--- config.mk ---
export PLATFORM = sky130hd
export DESIGN_NAME = xy_write_arbiter
export DESIGN_NICKNAME = d
export VERILOG_FILES = /design/src/rtl/xy_write_arbiter.sv
export SDC_FILE = /design/constraint.sdc
export NUM_CORES = 1
export LEC_CHECK = 0
export CORE_AREA = 2 2 116 118
export CTS_BUF_LIST = sky130_fd_sc_hd__clkbuf_8
export DETAILED_ROUTE_END_ITERATION = 10
export DIE_AREA = 0 0 118 120
export PLACE_DENSITY_LB_ADDON = 0.25
export SYNTH_ARGS = -nofsm -noshare
export SYNTH_HDL_FRONTEND = slang
export SYNTH_SLANG_ARGS = --single-unit
--- constraint.sdc ---
create_clock -name clk -period 2.69 [get_ports clk]
set_input_delay 0.538 -clock clk [delete_from_list [all_inputs] [get_ports clk]]
set_output_delay 0.538 -clock clk [all_outputs]
set_load 0.1 [all_outputs]
--- src/rtl/xy_write_arbiter.sv ---
// XY-memory write-port arbiter: accmov writebacks win, host writes queue in a FIFO,
// starvation guard forces a host slot. Optional counters under XY_ARB_STATS_EN.
module xy_write_arbiter #(
    parameter int ADDR_W          = 10,
    parameter int DATA_W          = 16,
    parameter int HOST_FIFO_DEPTH = 4,
    parameter int STARVE_LIMIT    = 8
) (
    input  logic              clk,
    input  logic              reset,
    input  logic              host_valid,
    output logic              host_ready,
    input  logic [ADDR_W-1:0] host_addr,
    input  logic [DATA_W-1:0] host_data,
    input  logic              acc_valid,
    output logic              acc_ready,
    input  logic [ADDR_W-1:0] acc_addr,
    input  logic [DATA_W-1:0] acc_data,
    output logic              xy_we,
    output logic [ADDR_W-1:0] xy_waddr,
    output logic [DATA_W-1:0] xy_wdata,
    output logic              idle
`ifdef XY_ARB_STATS_EN
    ,
    output logic [31:0]       stat_host_writes,
    output logic [31:0]       stat_acc_writes,
    output logic [15:0]       stat_forced
`endif
);

    localparam int PTR_W    = $clog2(HOST_FIFO_DEPTH);
    localparam int CNT_W    = $clog2(HOST_FIFO_DEPTH + 1);
    localparam int STARVE_W = $clog2(STARVE_LIMIT + 1);

    typedef enum logic {
        ACC_PRI,
        HOST_FORCE
    } state_t;

    state_t state, state_next;

    logic [ADDR_W-1:0]   fifo_addr [HOST_FIFO_DEPTH];
    logic [DATA_W-1:0]   fifo_data [HOST_FIFO_DEPTH];
    logic [PTR_W-1:0]    wr_ptr;
    logic [PTR_W-1:0]    rd_ptr;
    logic [CNT_W-1:0]    count;
    logic [STARVE_W-1:0] starve_cnt;
    logic [STARVE_W-1:0] starve_next;

    logic fifo_empty;
    logic push;
    logic pop;
    logic grant_acc;
    logic grant_host;

    assign fifo_empty = (count == '0);
    assign host_ready = (count != CNT_W'(HOST_FIFO_DEPTH));
    assign push       = host_valid & host_ready;
    assign pop        = grant_host;
    assign idle       = fifo_empty & ~xy_we;

    // Grant selection, starvation tracking and next state.
    always_comb begin
        state_next  = state;
        acc_ready   = 1'b1;
        grant_acc   = 1'b0;
        grant_host  = 1'b0;
        starve_next = starve_cnt;

        case (state)
            ACC_PRI: begin
                acc_ready = 1'b1;
                if (acc_valid) begin
                    grant_acc = 1'b1;
                end else if (!fifo_empty) begin
                    grant_host = 1'b1;
                end
            end
            HOST_FORCE: begin
                acc_ready  = 1'b0;
                grant_host = ~fifo_empty;
                state_next = ACC_PRI;
            end
            default: begin
                state_next = ACC_PRI;
            end
        endcase

        if (grant_host || fifo_empty) begin
            starve_next = '0;
        end else if (grant_acc && (starve_cnt != STARVE_W'(STARVE_LIMIT))) begin
            starve_next = starve_cnt + 1'b1;
        end

        if ((state == ACC_PRI) && grant_acc && !fifo_empty &&
            (starve_next == STARVE_W'(STARVE_LIMIT))) begin
            state_next = HOST_FORCE;
        end
    end

    always_ff @(posedge clk or posedge reset) begin
        if (reset) begin
            state      <= ACC_PRI;
            starve_cnt <= '0;
        end else begin
            state      <= state_next;
            starve_cnt <= starve_next;
        end
    end

    // Storage needs no reset: only entries between the pointers are ever read.
    always_ff @(posedge clk) begin
        if (push) begin
            fifo_addr[wr_ptr] <= host_addr;
            fifo_data[wr_ptr] <= host_data;
        end
    end

    always_ff @(posedge clk or posedge reset) begin
        if (reset) begin
            wr_ptr <= '0;
            rd_ptr <= '0;
            count  <= '0;
        end else begin
            if (push) begin
                wr_ptr <= wr_ptr + 1'b1;
            end
            if (pop) begin
                rd_ptr <= rd_ptr + 1'b1;
            end
            case ({push, pop})
                2'b10:   count <= count + 1'b1;
                2'b01:   count <= count - 1'b1;
                default: count <= count;
            endcase
        end
    end

    // Address and data hold their last values on idle cycles; only xy_we drops.
    always_ff @(posedge clk or posedge reset) begin
        if (reset) begin
            xy_we    <= 1'b0;
            xy_waddr <= '0;
            xy_wdata <= '0;
        end else begin
            xy_we <= grant_acc | grant_host;
            if (grant_acc) begin
                xy_waddr <= acc_addr;
                xy_wdata <= acc_data;
            end else if (grant_host) begin
                xy_waddr <= fifo_addr[rd_ptr];
                xy_wdata <= fifo_data[rd_ptr];
            end
        end
    end

`ifdef XY_ARB_STATS_EN
    always_ff @(posedge clk or posedge reset) begin
        if (reset) begin
            stat_host_writes <= '0;
            stat_acc_writes  <= '0;
            stat_forced      <= '0;
        end else begin
            if (grant_host) begin
                stat_host_writes <= stat_host_writes + 1'b1;
            end
            if (grant_acc) begin
                stat_acc_writes <= stat_acc_writes + 1'b1;
            end
            if ((state == ACC_PRI) && (state_next == HOST_FORCE)) begin
                stat_forced <= stat_forced + 1'b1;
            end
        end
    end
`endif

endmodule
Word-level counts from Yosys, hierarchy flattened
Memory sizes are Yosys's and may differ from the RTL's.
Index checks and enable logic that the tools add are counted.
Widths: inputs -> output; s select.
{"block": "op_classes", "eq_ne": 5, "n_reduce_logical": 9, "bitwise_logic": 6, "n_addsub": 5, "muxes": 16}
{"cell": "$mux 16", "count": 2}
{"cell": "$mux 10", "count": 2}
{"cell": "$mux 4", "count": 2}
{"cell": "$mux 1", "count": 7}
{"cell": "$pmux 3 s2", "count": 1}
{"cell": "$add 2x1->2 const B", "count": 2}
{"cell": "$add 4x1->4 const B", "count": 1}
{"cell": "$eq 4x4->1 const B", "count": 1}
{"cell": "$logic_and 1x1->1", "count": 4}
{"cell": "$ne 4x4->1 const B", "count": 1}
{"cell": "$pmux 1 s2", "count": 2}
{"cell": "$reduce_bool 2->1", "count": 2}
{"cell": "$add 3x1->3 const B", "count": 1}
{"cell": "$logic_not 3->1", "count": 1}
{"cell": "$ne 3x3->1 const B", "count": 1}
{"cell": "$not 1->1", "count": 3}
{"cell": "$sub 3x1->3 const B", "count": 1}
{"cell": "$and 1x1->1", "count": 2}
{"cell": "$eq 2x1->1 const B", "count": 1}
{"cell": "$eq 2x2->1 const B", "count": 1}
{"cell": "$logic_not 1->1", "count": 1}
{"cell": "$logic_or 1x1->1", "count": 1}
{"cell": "$or 1x1->1", "count": 1}
{"block": "word_totals", "output_inout_bits": 30, "register_bits": 39, "ram_bits": 104, "wordCells": 51, "n_memories": 2}
{"name": "fifo_data", "depth": 4, "word_bits": 16, "read_ports": 1, "rd_ports_with_merged_regs": 0, "wr": 1, "line_no": "43", "text": "logic [DATA_W-1:0] fifo_data [HOST_FIFO_DEPTH];"}
{"name": "fifo_addr", "depth": 4, "word_bits": 10, "read_ports": 1, "rd_ports_with_merged_regs": 0, "wr": 1, "line_no": "42", "text": "logic [ADDR_W-1:0] fifo_addr [HOST_FIFO_DEPTH];"}

Longest topological paths before layout
Gate-level depths: netlist of the first run.
{"block": "logic_depth", "ltp_word": 9, "ltp_mapped": 9, "mapped_depth_nobuf": 8}

Least setup slack after synthesis of the first run
No wires, ideal clock.
{"block": "synth_timing", "path_type": "reg2out", "from": "register xy_we", "to": "output idle", "stages_incl_launch_ff": 2, "slack_ns": 0.008, "path_buffers": 0, "arrival_time_ns": 2.144, "t_required_ns": 2.152, "cell_sequence": "dfrtp_1 nor2_1"}
{"block": "synth_between", "elab_chain_len": 2}
{"item": "start, declared", "line_no": "19", "text": "output logic xy_we,"}
{"item": "start signal, assigned", "line_no": "146", "text": "xy_we <= grant_acc | grant_host;"}
{"item": "$not 1->1", "line_no": "60", "text": "assign idle = fifo_empty & ~xy_we;"}
{"item": "$and 1x1->1", "line_no": "60"}
{"item": "end, declared", "line_no": "22", "text": "output logic idle"}
No other way between the ends.

Worst setup path after layout of the first run
{"block": "layout_timing", "from": "register count[0]", "to": "output idle"}
{"block": "layout_between", "elab_chain_len": 2}
{"item": "start, declared", "line_no": "46", "text": "logic [CNT_W-1:0] count;"}
{"item": "start signal, assigned", "line_no": "132", "text": "2'b10: count <= count + 1'b1;"}
{"item": "start signal, assigned", "line_no": "133", "text": "2'b01: count <= count - 1'b1;"}
{"item": "start signal, assigned", "line_no": "134", "text": "default: count <= count;"}
{"item": "$logic_not 3->1", "line_no": "56", "text": "assign fifo_empty = (count == '0);"}
{"item": "$and 1x1->1", "line_no": "60"}
No other way between the ends.

==> impl_metrics.py, run 1 <==
metrics = {
    "outcome": {
        "outcome": "finished, final reports clean",
    },
    "pwr": {
        "p_total_mw": 8.50,
        "peakVddDrop_mv": 0.548,
        "p_seq_share_pct": 38.1,
        "pwr-share-comb_pct": 38.1,
        "internal-power_mw": 5.33,
        "switching_power_mw": 3.16,
        "p_per_area_mw_per_mm2": 1180,
        "swShare_pct": 37.2,
        "p_leak_nw": 2.76,
        "p_clk_share_pct": 23.9,
    },
    "synthesis": {
        "synth_cells": 292,
        "synth-compound-area-share_pct": 4.99,
        "synth-simple-area-share_pct": 5.79,
        "syn_avg_cell_area_um2": 19.4,
        "syn-cell-area_mm2": 0.00566,
        "synthXorXnorAreaFrac_pct": 1.24,
        "ys.flop_type": "edfxtp_1",
        "syn_nets": 356,
        "synth_top_area_cell": "edfxtp_1",
        "synth_common_cells": "104 x edfxtp_1, 39 x dfrtp_1, 31 x and3_1",
        "async_reset_ff_share_pct": 27.3,
        "ys_ff_latch": 143,
        "synth_mux_area_share_pct": 11.4,
        "synth.top_cell.area_share_pct": 55.1,
        "synth_cell_type_count": 33,
        "synthAdderAreaFrac_pct": 1.90,
        "synth-edff-count": 104,
        "yosysMostFrequentCell": "edfxtp_1",
        "synth.area.top_cells": "edfxtp_1 55%, dfrtp_1 17%, mux4_2 7.2%, a221o_1 4.6%, mux4_1 3.7%",
        "synth_warnings": 0,
        "ys_seq_area_share_pct": 72.4,
        "synth_top_family_by_area": "multiplexers",
    },
    "worst_setup_path": {
        "worst_path_max_delay_cell": "or3_1",
        "r2r-end": "count[1]$_DFFE_PP0P_",
        "critPathArrivalTime_ns": 1.78,
        "path_max_fanout": 5,
        "r2r-start": "count[0]$_DFFE_PP0P_",
        "r2r_cells": 6,
        "start_kind": "flop",
        "path_class": "flop to primary output",
        "cp_cell_sequence": "or3_1 -> nor2_1 -> buf_12",
        "end_kind": "primary output",
        "r2r_slack_ns": 0.48,
        "worst_ep_required_time_ns": 2.15,
        "max_stage_delay_ns": 0.48,
    },
    "placement": {
        "place_congestion": 0.701,
        "dpl.hpwl_um": 7050,
        "place_ws_ns": 0.284,
        "portBuffers": 85,
    },
    "cts": {
        "cts-buffers-inserted": 17,
        "cts_hold_buf": 0,
        "postCtsSetupRepairBufs": 0,
        "cts.path.max_buffers": 2,
        "clk_pin_slew_worst_paths_ns": 0.07,
        "clock_latency_ns": 0.43,
        "cts_tree": "done",
        "post_cts_resized": 0,
        "cts_root_buffer": "clkbuf_8",
        "cts.sinks": 143,
        "htreeDepth": 4,
    },
    "die": {
        "fp.coreArea_mm2": 0.0130,
        "start_util_pct": 43.6,
        "die_y_um": 120,
        "ios": 86,
        "num_rows": 42,
        "dieArea_mm2": 0.0142,
        "die_w_um": 118,
    },
    "routing": {
        "dr.max_layer_used": "met4",
        "wl_met3_um": 700,
        "routedLengthMet1_um": 4710,
        "drt-initial-drc-count": 121,
        "via_count": 3074,
        "wl_met2_um": 5660,
        "routed_wl_um": 11200,
        "wl_per_cell_um": 19.2,
        "dr.pass1.iters": 5,
        "ant_nets": 0,
        "via_per_inst": 5.28,
        "drc": 0,
    },
    "flow_run": {
        "maxCapViolations": 0,
    },
    "sta": {
        "hold_violations": 0,
        "worst_pin_slew_ns": 0.535,
        "slew-limit-headroom_pct": 64.3,
        "drv_slew": 0,
        "tns_ns": 0,
        "finalClockSkew_ns": 0.00853,
        "min_period_ns": 2.32,
        "finalCritPeriodShare_pct": 86.2,
        "whs_ns": 0.558,
        "final-setup-viol-count": 0,
        "layout_setup_ws_ns": 0.371,
        "fmax_ghz": 0.431,
        "rsz0062_at_grt": "no",
    },
    "cells_and_area": {
        "drive_gt1_share_pct": 25.1,
        "syn_to_final_growth_pct": 27.5,
        "nFillCells": 1032,
        "nets": 457,
        "finish.utilization_pct": 55.6,
        "antenna_cells": 0,
    },
    "grt": {
        "grt_max_degree": 40,
        "grt.overflow.total": 0,
        "grt_pass1_wl_um": 17800,
        "grt_pass1_vias": 3374,
        "antenna_found_initial": 0,
        "globalRouteTotalUtil_pct": 16.9,
    },
    "worst_hold_path": {
        "hp-class": "input port to async pin",
    },
}
==> flip-flops by register name, indices dropped and copies added (netlist names) <==
register    count
fifo_data      64
fifo_addr      40
xy_wdata       16
xy_waddr       10
starve_cnt      4
count           3
rd_ptr          2
wr_ptr          2
state           1
xy_we           1
==> cell type report <==
type / instances / area, um2 / area share (%)
sequential: 143 / 4100 / 56.8
multi-input combinational: 127 / 1440 / 20.0
timing repair buffer: 97 / 941 / 13.0
clock buffer: 20 / 275 / 3.81
tap: 176 / 220 / 3.05
clock inverter: 12 / 215 / 2.98
inverter: 7 / 26.3 / 0.364
==> power groups by stage <==
stage | Clock, mW | Combinational (mW) | Sequential, mW
after floorplan | 0 | 1.36 | 4.35
after global placement | 0 | 3.25 | 3.26
after detailed placement | 0 | 3.28 | 3.28
after CTS | 2.07 | 3.28 | 3.25
after global routing | 2.16 | 3.41 | 3.30
final | 2.03 | 3.23 | 3.23
==> worst max-delay path, delay by kind of cell, from the launching register on <==
| family | cells | cell delay, ns |
|---|---|---|
| buf+inv | 1 | 0.20 |
| flops | 1 | 0.46 |
| simple gates | 2 | 0.69 |
==> per-layer routing <==
layer,vias up,global-route usage [%]
met5,-,0
met4,0,7.30
met3,8,4.75
met2,96,27.5
met1,1573,21.4
li1,1397,-
==> cell families after synthesis <==
logic type	after synthesis
compound gates	29
xor+xnor	8
fa+ha+maj	8
buf+inv	22
flops	143
mux	29
simple gates	53
==> through the flow <==
step           cells  cell area [um2]
4_1_cts          582             7220
6_report         582             7220
2_1_floorplan    292             5660
3_3_place_gp     550             6730
5_1_grt          582             7220
3_5_place_dp     550             6730
==> how the worst max path moves through the flow <==
stage                            to  cells past startpoint            startpoint
2_1_floorplan                  idle                      1       xy_we$_DFF_PP0_
3_3_place_gp   count[2]$_DFFE_PP0P_                      8            host_valid
3_5_place_dp   count[2]$_DFFE_PP0P_                      8            host_valid
4_1_cts                        idle                      3  count[0]$_DFFE_PP0P_
5_1_grt                        idle                      3  count[0]$_DFFE_PP0P_
6_report                       idle                      3  count[0]$_DFFE_PP0P_
==> cells in the final DEF, fill, tap and decap left out, drive strengths merged, types with 2 or more instances in the layout <==
cell type      Yosys  layout
clkinv             0       4
xnor2              5       5
mux2               2       2
inv                7       9
bufinv             0       6
nand3b             2       2
mux4              26      26
and3              31      31
buf               10      42
clkbuf             5      20
ha                 7       7
nand2              4       4
xor2               3       3
edfxtp           104     104
nand2b             2       2
a221o             26      26
clkdlybuf4s50      0      55
nand3              2       2
nor2               6       6
dfrtp             39      39
Note: power is estimated with default switching activity, not from simulation.
==> inputs of run 2 (changes only) <==
- TNS_END_PERCENT: unset -> 50
==> results of run 2 <==
Final layout, timing and power as in run 1 (identical DEF).
==> inputs of run 3 (changes only) <==
- CTS_BUF_LIST: sky130_fd_sc_hd__clkbuf_8 -> unset
- SLEW_MARGIN: unset -> 15
- clock period: 2.69 -> 1.96 ns (I/O delays scaled with it)
==> run 3 against run 2 <==
Compared with the run above:
- the run now ends with setup timing left
- power rose by 47%
- register-to-register slack worse by 0.49 ns
- clock skew increased by 0.0011 ns
- worst setup slack got worse by 0.44 ns
- combinational power up 54%
- non-clock buffer count up 17
- cell count rose by 2.9%
- wire length up 4.4%
- sequential power increased by 34%
- first-iteration DRC count up 51%
- count of clock-buffer cells in the layout is the same
- global-route usage up 0.46 points
- critical path type unchanged
- largest cell class unchanged
==> impl_metrics.py, run 3 (synthesized netlist as in run 1, its figures left out) <==
metrics = {
    "routing": {
        "drc": 0,
        "ant_nets": 0,
        "drt-initial-drc-count": 183,
        "wl_per_cell_um": 19.5,
        "dr.pass1.iters": 4,
        "via_per_inst": 5.28,
        "via_count": 3162,
        "routed_wl_um": 11700,
    },
    "die": {
        "die_w_um": 118,
        "fp.coreArea_mm2": 0.0130,
        "die_y_um": 120,
        "ios": 86,
        "num_rows": 42,
        "start_util_pct": 43.6,
        "dieArea_mm2": 0.0142,
    },
    "sta": {
        "fmax_ghz": 0.494,
        "final-setup-viol-count": 2,
        "whs_ns": 0.326,
        "finalClockSkew_ns": 0.00959,
        "hold_violations": 0,
        "slew-limit-headroom_pct": 75.1,
        "finalCritPeriodShare_pct": 103,
        "tns_ns": -0.0710,
        "worst_pin_slew_ns": 0.374,
        "drv_slew": 0,
        "min_period_ns": 2.03,
        "rsz0062_at_grt": "yes",
        "layout_setup_ws_ns": -0.0652,
    },
    "cells_and_area": {
        "regMostFlops": "fifo_data",
        "nets": 474,
        "nFillCells": 1002,
        "stdcell_area_mm2": 0.00758,
        "largest_reg_flops": 64,
        "final_common_cell": "edfxtp_1",
        "syn_to_final_growth_pct": 33.9,
        "reg_top3": "fifo_data: 64 flops, fifo_addr: 40 flops, xy_wdata: 16 flops",
        "drive_gt1_share_pct": 30.3,
        "most-common-layout-cells": "104 x edfxtp_1, 55 x clkdlybuf4s50_1, 44 x buf_4",
        "stdcell_count": 599,
        "antenna_cells": 0,
    },
    "worst_setup_path": {
        "start_kind": "flop",
        "end_kind": "primary output",
        "path_max_fanout": 2,
        "path_class": "flop to primary output",
        "worst_ep_required_time_ns": 1.57,
        "critPathArrivalTime_ns": 1.63,
    },
    "pwr": {
        "internal-power_mw": 7.93,
        "swShare_pct": 36.6,
        "peakVddDrop_mv": 0.781,
        "p_total_mw": 12.5,
        "p_per_area_mw_per_mm2": 1650,
        "pwr-share-comb_pct": 39.7,
        "p_seq_share_pct": 34.6,
        "p_leak_nw": 2.92,
        "switching_power_mw": 4.58,
        "p_clk_share_pct": 25.7,
    },
    "grt": {
        "grt_pass1_wl_um": 18200,
        "grt.overflow.total": 0,
        "antenna_found_initial": 0,
        "grt_max_degree": 40,
        "grt_pass1_vias": 3241,
        "globalRouteTotalUtil_pct": 17.4,
    },
    "placement": {
        "dpl.hpwl_um": 7340,
        "portBuffers": 85,
        "place_inst": 564,
        "postPlaceCellArea_mm2": 0.00693,
        "place_congestion": 0.757,
    },
    "cts": {
        "clk_pin_slew_worst_paths_ns": 0.06,
        "htreeDepth": 4,
        "cts.sinks": 143,
        "cts.path.max_buffers": 2,
        "cts_hold_buf": 0,
        "cts_tree": "done",
        "clock_latency_ns": 0.42,
        "cts_root_buffer": "clkbuf_16",
        "cts-buffers-inserted": 17,
    },
    "flow_run": {
        "maxCapViolations": 0,
    },
    "worst_hold_path": {
        "hp-class": "input port to async pin",
    },
    "outcome": {
        "failed_checks": "setup timing",
        "outcome": "finished, violations left",
    },
}
run 3: cell count changes in the layout (fill, tap and decap cells not counted), sizes merged:
cell	before	now
clkinvlp	0	3
clkinv	4	6
buf	42	59
inv	9	7
bufinv	6	3
run 3: layout make-up:
class / count / area, um2 / area share, %
multi-input combinational: 127 / 1490 / 19.7
inverter: 7 / 26.3 / 0.346
sequential: 143 / 4100 / 54.1
clock buffer: 20 / 457 / 6.02
clock inverter: 12 / 141 / 1.86
tap: 176 / 220 / 2.90
timing repair buffer: 114 / 1150 / 15.1
run 3: what timing repair did:
item | CTS | global route
resized for setup | 4 | 4
buffers inserted | 3 | 0
pin swaps | 4 | 6
endpoints found under the setup margin | 1 | 4
run 3: final timing paths:
kind	from	to	slack, ns	cells after the start
setup reg to reg	count[0]$_DFFE_PP0P_	count[1]$_DFFE_PP0P_	-0.01	6
max in group asynchronous	reset	rd_ptr[0]$_DFFE_PP0P_	1.42	3
hold / removal	reset	xy_wdata[0]$_DFFE_PP0P_	0.33	3
setup / recovery	count[2]$_DFFE_PP0P_	idle	-0.07	4
hold reg to reg	wr_ptr[1]$_DFFE_PP0P_	wr_ptr[1]$_DFFE_PP0P_	0.58	1
min in group clk	wr_ptr[1]$_DFFE_PP0P_	wr_ptr[1]$_DFFE_PP0P_	0.58	1
run 3: critical path, cell delays in order, from the launching register on:
cell     delay (ns)
dfrtp_1        0.39
buf_6          0.12
or3_4          0.41
nor2_4         0.12
buf_12         0.18
run 3: power groups by stage:
stage	registers [mW]	clock network [mW]	logic [mW]
final	4.32	3.22	4.97
after global routing	4.39	3.39	5.20
after CTS	4.33	3.27	5.00
after detailed placement	4.37	0	4.92
after global placement	4.34	0	4.86
after floorplan	5.97	0	1.92
run 3: per-layer routing:
metal	up-vias	routed length, um	global-route usage, %
li1	1436	-	-
met1	1640	5300	22.9
met2	75	5740	27.4
met3	11	463	4.66
met4	0	174	7.53
met5	-	0	0
run 3: per-stage QoR:
| stage | util (%) | worst slack, ns |
|---|---|---|
| 3_3_place_gp | 53.4 | -0.206 |
| 3_5_place_dp | 53.4 | -0.216 |
| 4_1_cts | 58.3 | -0.101 |
| 6_report | 58.4 | -0.0652 |
| 2_1_floorplan | - | -0.240 |
| 5_1_grt | 58.4 | -0.111 |
==> patch (config.mk and constraints of run 2) <==
The parameter `STARVE_LIMIT` goes from 8 to 4.
--- a/src/rtl/xy_write_arbiter.sv
+++ b/src/rtl/xy_write_arbiter.sv
@@ -5,5 +5,5 @@
     parameter int DATA_W          = 16,
     parameter int HOST_FIFO_DEPTH = 4,
-    parameter int STARVE_LIMIT    = 8
+    parameter int STARVE_LIMIT    = 4
 ) (
     input  logic              clk,
Behaviour: not the same (a bounded check fails within 10 cycles, from zero or initial values and one cycle with reset high).
==> patch against run 2 <==
Cell area down 3.1%. Clock power shrank 20%. Synthesized area down 1.0%. Wire length up 2.0%. Critical path depth did not move. Sequential cell count down 1. Worst setup slack better by 12 ps. Synthesized cell count shrank 1.7%. Clock skew is 0.63 ps lower. Total power down 3.7%. Largest cell class unchanged.
==> patch: results (changes against run 2) <==
.. list-table::
   :header-rows: 1

   * - Metric
     - Value
   * - Leading cell types by count after synthesis
     - sky130_fd_sc_hd__edfxtp_1 (104), sky130_fd_sc_hd__dfrtp_1 (38), sky130_fd_sc_hd__and3_1 (30) (was sky130_fd_sc_hd__edfxtp_1 (104), sky130_fd_sc_hd__dfrtp_1 (39), sky130_fd_sc_hd__and3_1 (31))
   * - Distinct cell type count after synthesis
     - 34 (was 33)
   * - Biggest area contributors in the synthesized netlist
     - sky130_fd_sc_hd__edfxtp_1 (56%), sky130_fd_sc_hd__dfrtp_1 (17%), sky130_fd_sc_hd__mux4_2 (7.2%) (was sky130_fd_sc_hd__edfxtp_1 (55%), sky130_fd_sc_hd__dfrtp_1 (17%), sky130_fd_sc_hd__mux4_2 (7.2%))
   * - Remaining max-slew budget at the tightest pin
     - 52.1% (was 64.3%)
   * - Fraction of layout cells with a size suffix above 1
     - 24.5% (was 25.1%)
   * - Detailed Place HPWL
     - 6.73 mm (was 7.05 mm)
   * - Pin count of the biggest net entering global routing
     - 32 (was 40)
   * - Clock Skews
     - 7.90 ps (was 8.53 ps)
   * - Outcome
     - finished, final reports clean (unchanged)
   * - Via count of the first global-routing pass
     - 3248 (was 3374)
   * - GPL Wtd Cong
     - 0.736 (was 0.701)
   * - Placed inst area
     - 6610 µm² (was 6730 µm²)
   * - First-pass GRT wire length
     - 18.3 mm (was 17.8 mm)
   * - Cell leakage power
     - 2.67 nW (was 2.76 nW)
   * - Sequential-to-total area share from yosys stat
     - 72.7% (was 72.4%)
   * - CP peak stage delay
     - 470 ps
   * - Detailed Routing Iterations Pass 1
     - 4 (was 5)
   * - Post-synthesis net count
     - 351 (was 356)
   * - Count of vias placed by the detailed router
     - 3044 (was 3074)
   * - Sum of routed wire length over all layers
     - 11.4 mm (was 11.2 mm)
   * - Share of synthesized registers carrying an async set or reset
     - 26.8% (was 27.3%)
   * - Flip-flop cell with the highest count after synthesis
     - sky130_fd_sc_hd__edfxtp_1 (unchanged)
   * - Hold/Removal Path Class
     - in2async (unchanged)
   * - Net count, final
     - 451 (was 457)
   * - Sw Ratio
     - 40.2% (was 37.2%)
   * - Clk sink count
     - 142 (was 143)
-- patch: kinds of logic (layout without fill, tap and decap cells) --
family          after synthesis  after routing  share of synthesized area (%)
mux                          29             29                           11.6
flops                       142            142                           72.7
fa+ha+maj                     8              8                           1.92
buf+inv                      22            135                           2.28
compound gates               30             30                           5.11
xor+xnor                      6              6                          0.937
simple gates                 50             50                           5.51
-- patch: final timing paths --
check,startpoint,to,slack (ps),cells after the start
min,reset,xy_wdata[14]$_DFFE_PP0P_,560,2
min reg2reg,count[2]$_DFFE_PP0P_,count[2]$_DFFE_PP0P_,560,1
max,count[0]$_DFFE_PP0P_,idle,380,3
min in group clk,count[2]$_DFFE_PP0P_,count[2]$_DFFE_PP0P_,560,1
max reg2reg,count[0]$_DFFE_PP0P_,count[1]$_DFFE_PP0P_,480,6
max in group asynchronous,reset,xy_wdata[6]$_DFFE_PP0P_,1530,3
-- patch: area by class of cell --
cell class                 count  area (µm²)
sequential                   142        4080
inverter                       7        26.3
tap                          176         220
multi-input combinational    123        1410
timing repair buffer          96         883
fill                        1055        5980
clock inverter                13         125
clock buffer                  19         262
-- patch: through the flow --
stage,cells,power (mW),hold WS (ps)
after detailed placement,544,6.64,548
after floorplan,287,5.79,518
after CTS,576,8.29,550
final,576,8.19,556
after global routing,576,8.58,579
after global placement,544,6.60,537
-- patch: routing by layer --
metal / global-route usage [%] / vias to the layer above / share of wire (%)
met3: 6.42 / 5 / 6.3
met1: 23.6 / 1568 / 47
met5: 0 / - / 0
met4: 5.95 / 0 / 0.60
met2: 26.8 / 101 / 46
li1: - / 1370 / -
-- patch: power by group through the flow --
stage          clock network, mW  logic [mW]  registers [mW]
6_report                    1.62        3.33            3.23
2_1_floorplan                  0        1.38            4.41
3_5_place_dp                   0        3.36            3.27
4_1_cts                     1.67        3.38            3.24
5_1_grt                     1.76        3.52            3.30
3_3_place_gp                   0        3.35            3.25
